## src/rtl/bitserial_mac_pkg.sv

```systemverilog
// bitserial_mac_pkg: shared widths and FSM state encoding for the bit-serial MAC sequencer
package bitserial_mac_pkg;
  localparam int N_LANES = 32;
  localparam int ACT_W = 4;
  localparam int WGT_W = 4;
  localparam int PSUM_W = 9;
  localparam int OUT_W = 13;
  typedef enum logic [1:0] {IDLE, ISSUE, DRAIN, DONE} state_t;
endpackage

```

## src/rtl/bitserial_plane_gate.sv

```systemverilog
// bitserial_plane_gate: gates each lane's weight with activation bit b; flags an all-zero plane
module bitserial_plane_gate
  import bitserial_mac_pkg::*;
(
  input  logic [N_LANES*WGT_W-1:0] wgt,
  input  logic [N_LANES*ACT_W-1:0] act,
  input  logic [1:0]               b,
  output logic [N_LANES*WGT_W-1:0] lanes,
  output logic                     zero
);
  logic [N_LANES-1:0] plane;
  for (genvar i = 0; i < N_LANES; i++) begin : g_lane
    logic [ACT_W-1:0] a;
    assign a = act[i*ACT_W +: ACT_W];
    assign plane[i] = a[b];
    assign lanes[i*WGT_W +: WGT_W] = wgt[i*WGT_W +: WGT_W] & {WGT_W{plane[i]}};
  end
  assign zero = ~|plane;
endmodule

```

## src/rtl/bitserial_mac_ctrl.sv

```systemverilog
// bitserial_mac_ctrl: issues 4 MSB-first gated-weight bit-planes and shift-accumulates the adder-tree sums.
// Define ZERO_SKIP_EN to suppress issuing all-zero activation planes.
module bitserial_mac_ctrl
  import bitserial_mac_pkg::*;
#(
  parameter int DP_LAT = 1
) (
  input  logic                     clk,
  input  logic                     rst_n,
  input  logic                     wgt_we,
  input  logic [4:0]               wgt_addr,
  input  logic [WGT_W-1:0]         wgt_data,
  output logic                     wgt_err,
  input  logic                     in_valid,
  output logic                     in_ready,
  input  logic [N_LANES*ACT_W-1:0] in_act,
  output logic [N_LANES*WGT_W-1:0] lane_out,
  output logic                     lane_valid,
  input  logic [PSUM_W-1:0]        psum_in,
  output logic                     out_valid,
  output logic [OUT_W-1:0]         Output,
  output logic                     busy
);
  state_t state, state_nxt;
  logic [N_LANES*WGT_W-1:0] wgt, lanes;
  logic [N_LANES*ACT_W-1:0] act;
  logic [1:0] b;
  logic [OUT_W-1:0] acc, acc_nxt;
  logic issue, accept, zero, skip, tag, tag_last, tag_skip;
  assign issue = state == ISSUE;
  assign in_ready = state == IDLE || state == DONE;
  assign accept = in_valid && in_ready;
  assign busy = state != IDLE;
  assign out_valid = state == DONE;
  assign lane_valid = issue && !skip;
  bitserial_plane_gate u_gate (
    .wgt(wgt),
    .act(act),
    .b(b),
    .lanes(lanes),
    .zero(zero)
  );
`ifdef ZERO_SKIP_EN
  logic [N_LANES*WGT_W-1:0] lane_q;
  always_ff @(posedge clk or negedge rst_n)
    if (!rst_n) lane_q <= '0;
    else lane_q <= lane_out;
  assign skip = issue && zero;
  assign lane_out = issue ? (zero ? lane_q : lanes) : '0;
`else
  logic unused_zero;
  assign unused_zero = zero;
  assign skip = 1'b0;
  assign lane_out = issue ? lanes : '0;
`endif
  // Returning sums are qualified only by this fixed-depth tag pipe, never by psum_in itself
  if (DP_LAT == 0) begin : g_nopipe
    assign tag = issue;
    assign tag_last = issue && b == 2'd0;
    assign tag_skip = skip;
  end else begin : g_pipe
    logic [DP_LAT-1:0] vld, lst, skp;
    always_ff @(posedge clk or negedge rst_n)
      if (!rst_n) {vld, lst, skp} <= '0;
      else begin
        vld[0] <= issue;
        lst[0] <= issue && b == 2'd0;
        skp[0] <= skip;
        for (int k = 1; k < DP_LAT; k++) begin
          vld[k] <= vld[k-1];
          lst[k] <= lst[k-1];
          skp[k] <= skp[k-1];
        end
      end
    assign tag = vld[DP_LAT-1];
    assign tag_last = lst[DP_LAT-1];
    assign tag_skip = skp[DP_LAT-1];
  end
  assign acc_nxt = (acc << 1) + OUT_W'(tag_skip ? {PSUM_W{1'b0}} : psum_in);
  always_ff @(posedge clk or negedge rst_n)
    if (!rst_n) state <= IDLE;
    else state <= state_nxt;
  always_comb begin
    state_nxt = state;
    case (state)
      IDLE:    state_nxt = accept ? ISSUE : IDLE;
      ISSUE:   state_nxt = b != 2'd0 ? ISSUE : (DP_LAT > 0 ? DRAIN : DONE);
      DRAIN:   state_nxt = tag_last ? DONE : DRAIN;
      DONE:    state_nxt = accept ? ISSUE : IDLE;
      default: state_nxt = IDLE;
    endcase
  end
  always_ff @(posedge clk or negedge rst_n)
    if (!rst_n) begin
      wgt <= '0;
      act <= '0;
      acc <= '0;
      b <= 2'd0;
      Output <= '0;
      wgt_err <= 1'b0;
    end else begin
      wgt_err <= wgt_we && state != IDLE;
      if (wgt_we && state == IDLE) wgt[{wgt_addr, 2'b00} +: WGT_W] <= wgt_data;
      if (accept) begin
        act <= in_act;
        acc <= '0;
        b <= 2'd3;
      end else begin
        if (issue) b <= b - 2'd1;
        if (tag) acc <= acc_nxt;
      end
      if (tag_last) Output <= acc_nxt;
    end
endmodule

```

## config.mk

```make
export PLATFORM = sky130hd
export DESIGN_NAME = bitserial_mac_ctrl
export DESIGN_NICKNAME = d
export VERILOG_FILES = /design/src/rtl/bitserial_mac_pkg.sv /design/src/rtl/bitserial_plane_gate.sv /design/src/rtl/bitserial_mac_ctrl.sv
export SDC_FILE = /design/constraint.sdc
export NUM_CORES = 1
export LEC_CHECK = 0
export CORE_AREA = 2 2 160 162
export CTS_CLUSTER_SIZE = 14
export DETAILED_ROUTE_END_ITERATION = 7
export DIE_AREA = 0 0 162 164
export GPL_TIMING_DRIVEN = 0
export MAX_ROUTING_LAYER = met4
export PLACE_DENSITY_LB_ADDON = 0.25
export SYNTH_ARGS = -nofsm -noshare
export SYNTH_HDL_FRONTEND = slang
export SYNTH_SLANG_ARGS = --single-unit
```

## constraint.sdc

```tcl
create_clock -name clk -period 5.5 [get_ports clk]
set_clock_uncertainty 0.05 [all_clocks]
set_input_delay 0.55 -clock clk [delete_from_list [all_inputs] [get_ports clk]]
set_output_delay 0.55 -clock clk [all_outputs]
set_load 0.05 [all_outputs]
```

==> out/qor.csv <==
stage,metric,value,unit
logic_synthesis,"EDFF count, synth",0,
drt,routed len/inst,19.6,um
logic_synthesis,mux contribution to synthesized area,17.5,%
logic_synthesis,complex-gate fraction of the synthesized area,2.57,%
floorplan,Core Region,24800,sq um
cts,clk_lat worst skew,550,ps
final_layout,ant diodes,0,
cts,CTS Buffer Depth,3,
floorplan,die height,164,um
pwr,Clk network pwr share,23.6,%
cts,Sink Count,288,
final_layout,Final Net Count,1764,
setup_path,crit end category,output pin,
timing,Max Fclk,226,MHz
setup_path,CP Launch Type,flip-flop,
cts,post-CTS setup buffers,0,
timing,period utilization,80.6,%
setup_path,critical path class,reg -> out,
final_layout,# fillers,1813,
final_layout,fraction of layout cells with a size suffix above 1,15.1,%
cts,CTS tree,done,
logic_synthesis,main combinational cell family by area after synthesis,simple AND/OR/NAND/NOR gates,
logic_synthesis,synth unique cells,48,
drt,via count,10600,
grt,gr usage total,29.7,%
timing,RSZ-0062 raised after global routing,false,
grt,largest net degree at the start of global routing,124,
floorplan,Top Ports,296,
pwr,Pleak,8.91,nW
floorplan,Die Width,162,um
pwr,Total Power,8.57,mW
logic_synthesis,Post-synth ARST share,100,%
timing,Worst-Margin Slew,782,ps
cts,H-Tree Level Count,1,
final_layout,area of the multi-input gates,5900,sq um
final_layout,register cell area after layout,7210,sq um
pwr,Max VDD drop,0.341,mV
pwr,switching power total,3.31,mW
pwr,Sw Share,38.6,%
pwr,Cell Int Power,5.26,mW
setup_path,CP Data Required Time,4900,ps
hold_path,Hold Crit Class,reg -> reg,
grt,gr ovfl total,0,
grt,initial antenna violation count,0,
placed_design,port buffer count,293,
timing,Setup TNS,0,ps
final_layout,utilization after layout,72.0,%
placed_design,gp weighted congestion,0.913,
cts,"Reg clk slew, reported paths",60,ps
floorplan,Initial Util,54.2,%
pwr,Flop pwr share,36.5,%
logic_synthesis,Seq cells post-synth,288,
pwr,Comb power frac,39.9,%
drt,1st-iter DRT viols,771,
timing,"Slew Viols, Final",0,
grt,first-pass GRT wire length,58.6,mm
grt,vias in the first global route,10600,
timing,final hold viol count,0,
timing,setup violators final,0,
logic_synthesis,Syn Nets,1435,
drt,antenna-violating nets left,0,
pwr,power per cell area,480,nW/um^2
logic_synthesis,Post-Synth Adder-Cell Area,1.73,%
drt,vias per cell,5.46,
placed_design,dpl hpwl,28.0,mm
floorplan,Die ar.,26600,sq um
run,MaxCap Viol Count,0,
logic_synthesis,Cells after Synth,1267,
logic_synthesis,Synth Area in XOR/XNOR,0.651,%
cts,CTS buffer count,31,
logic_synthesis,"Cell Area, Synth",13500,sq um
floorplan,Placement Rows,58,
timing,slew margin rel.,47.9,%
setup_path,Arrival @ worst endpoint,3830,ps
logic_synthesis,Avg Inst Size Synth,10.6,sq um
cts,Clock Tree Root,clkbuf_16,
timing,Final min period,4430,ps
run_status,status,"complete, no violations",
drt,DR pass1 iterations,6,
logic_synthesis,Post-synth top flop,dfrtp_1,
drt,Residual DRC,0,
logic_synthesis,post-synthesis sequential area ratio,53.6,%
logic_synthesis,YS warnings,0,
setup_path,crit path max fanout,10,
final_layout,Layout area overhead,32.9,%
logic_synthesis,Simple-Gate Fraction of Synth Area,21.4,%
drt,final wirelength,38.1,mm
-- cell usage in the layout (no fill, tap or decap), types with 2 or more instances in the layout --
| master | instances |
|---|---|
| buf_16 | 2 |
| dfrtp_1 | 288 |
| xor2_1 | 5 |
| mux2_1 | 2 |
| nand2_1 | 417 |
| ha_1 | 17 |
| nand2b_1 | 3 |
| a211oi_1 | 2 |
| a21o_1 | 2 |
| clkdlybuf4s50_1 | 292 |
| nor3_1 | 7 |
| mux4_2 | 32 |
| clkbuf_16 | 31 |
| mux2i_1 | 7 |
| buf_2 | 7 |
| nor2b_1 | 8 |
| and3_1 | 132 |
| nor3b_1 | 2 |
| a21oi_1 | 14 |
| o211ai_1 | 2 |
| and2_1 | 14 |
| nand3_1 | 5 |
| nor3_2 | 7 |
| o21ai_0 | 11 |
| clkinv_2 | 4 |
| xnor2_1 | 5 |
| clkbuf_1 | 66 |
| inv_1 | 17 |
| a22oi_1 | 2 |
| a31oi_1 | 3 |
| mux2_2 | 137 |
| o21a_1 | 2 |
| clkbuf_8 | 12 |
| buf_1 | 5 |
| nor2_1 | 35 |
-- sequential cells by signal (all words and copies together), names as in the netlist --
register	cells
g_pipe.lst	1
act	128
g_pipe.vld	1
wgt	128
Output	13
wgt_err	1
acc	12
state	2
b	2
-- Yosys cell counts, drive strengths merged, types with 8 or more instances --
master / n / area [sq um]
inv: 17 / 63.8
ha: 17 / 213
and3: 132 / 826
mux4: 32 / 721
nor3: 14 / 105
mux2: 139 / 1570
nor2: 35 / 131
and2: 14 / 87.6
o21ai: 11 / 55.1
clkbuf: 59 / 221
dfrtp: 288 / 7210
nand2: 417 / 1570
buf: 13 / 61.3
nor2b: 8 / 50.1
a21oi: 16 / 95.1
-- cell type report --
class | count | area share (%)
Clock buffer | 50 | 5.41
Buffer | 72 | 1.58
Inverter | 17 | 0.357
Multi-Input combinational cell | 890 | 33.0
Clock inverter | 6 | 0.203
Sequential cell | 288 | 40.3
Timing Repair Buffer | 296 | 16.8
Tap cell | 330 | 2.31
-- what timing repair did --
| item | in CTS | in global routing |
|---|---|---|
| hold endpoints to repair | 66 | 0 |
| gates resized for setup | 0 | 0 |
| hold buffers | 1 | 0 |
-- power by group through the flow --
stage / Combinational (mW) / Sequential (mW) / Clock (mW)
5_1_grt: 3.75 / 3.20 / 2.15
2_1_floorplan: 2.14 / 3.23 / 0
4_1_cts: 3.42 / 3.13 / 2.06
3_5_place_dp: 3.38 / 3.16 / 0
3_3_place_gp: 3.30 / 3.13 / 0
6_report: 3.42 / 3.13 / 2.02
-- through the flow --
step	worst slack, ps	hold slack, ps	std cells	cell area (sq um)
floorplan	2710	204	1267	13500
CTS	1110	421	1949	17900
detailed placement	1730	407	1892	16900
global placement	-8210	403	1890	16800
global route	952	440	1949	17900
finish	1070	420	1949	17900
-- worst paths after layout --
check                          from            to  slack (ps)  cells past startpoint
max                        state[1]  lane_out[93]        1070                      7
max reg2reg                state[0]       act[99]        2700                      8
min                         act[30]       act[30]         420                      2
min in group asynchronous     rst_n      act[112]         480                      2
min reg2reg                 act[30]       act[30]         420                      2
max in group asynchronous     rst_n       act[28]        3920                      3
-- layer usage --
| metal | up-vias | track usage (%) | part of all wire, % |
|---|---|---|---|
| li1 | 4927 | - | - |
| met1 | 5233 | 40.6 | 42 |
| met2 | 411 | 46.7 | 48 |
| met3 | 62 | 5.20 | 7.4 |
| met4 | 0 | 8.05 | 2.7 |
| met5 | - | - | 0 |
-- critical path, stage by stage, from the launching register on --
cell and delay (ps):
dfrtp_1 400, inv_1 100, ha_1 280, clkbuf_1 400, clkbuf_1 570, clkbuf_1 410
and3_1 300, clkdlybuf4s50_1 820
-- cell families (layout without fill, tap and decap cells) --
group                      count (synthesis)  count (layout)
DFF                                      288             288
muxes                                    178             178
xor gates and xnor gates                  10              10
adders and majority gates                 18              18
AOI/OAI and AO/OA                         48              48
buffers and inverters                     89             441
and+or+nand+nor                          636             636
Note: power is estimated with default switching activity, not from simulation.
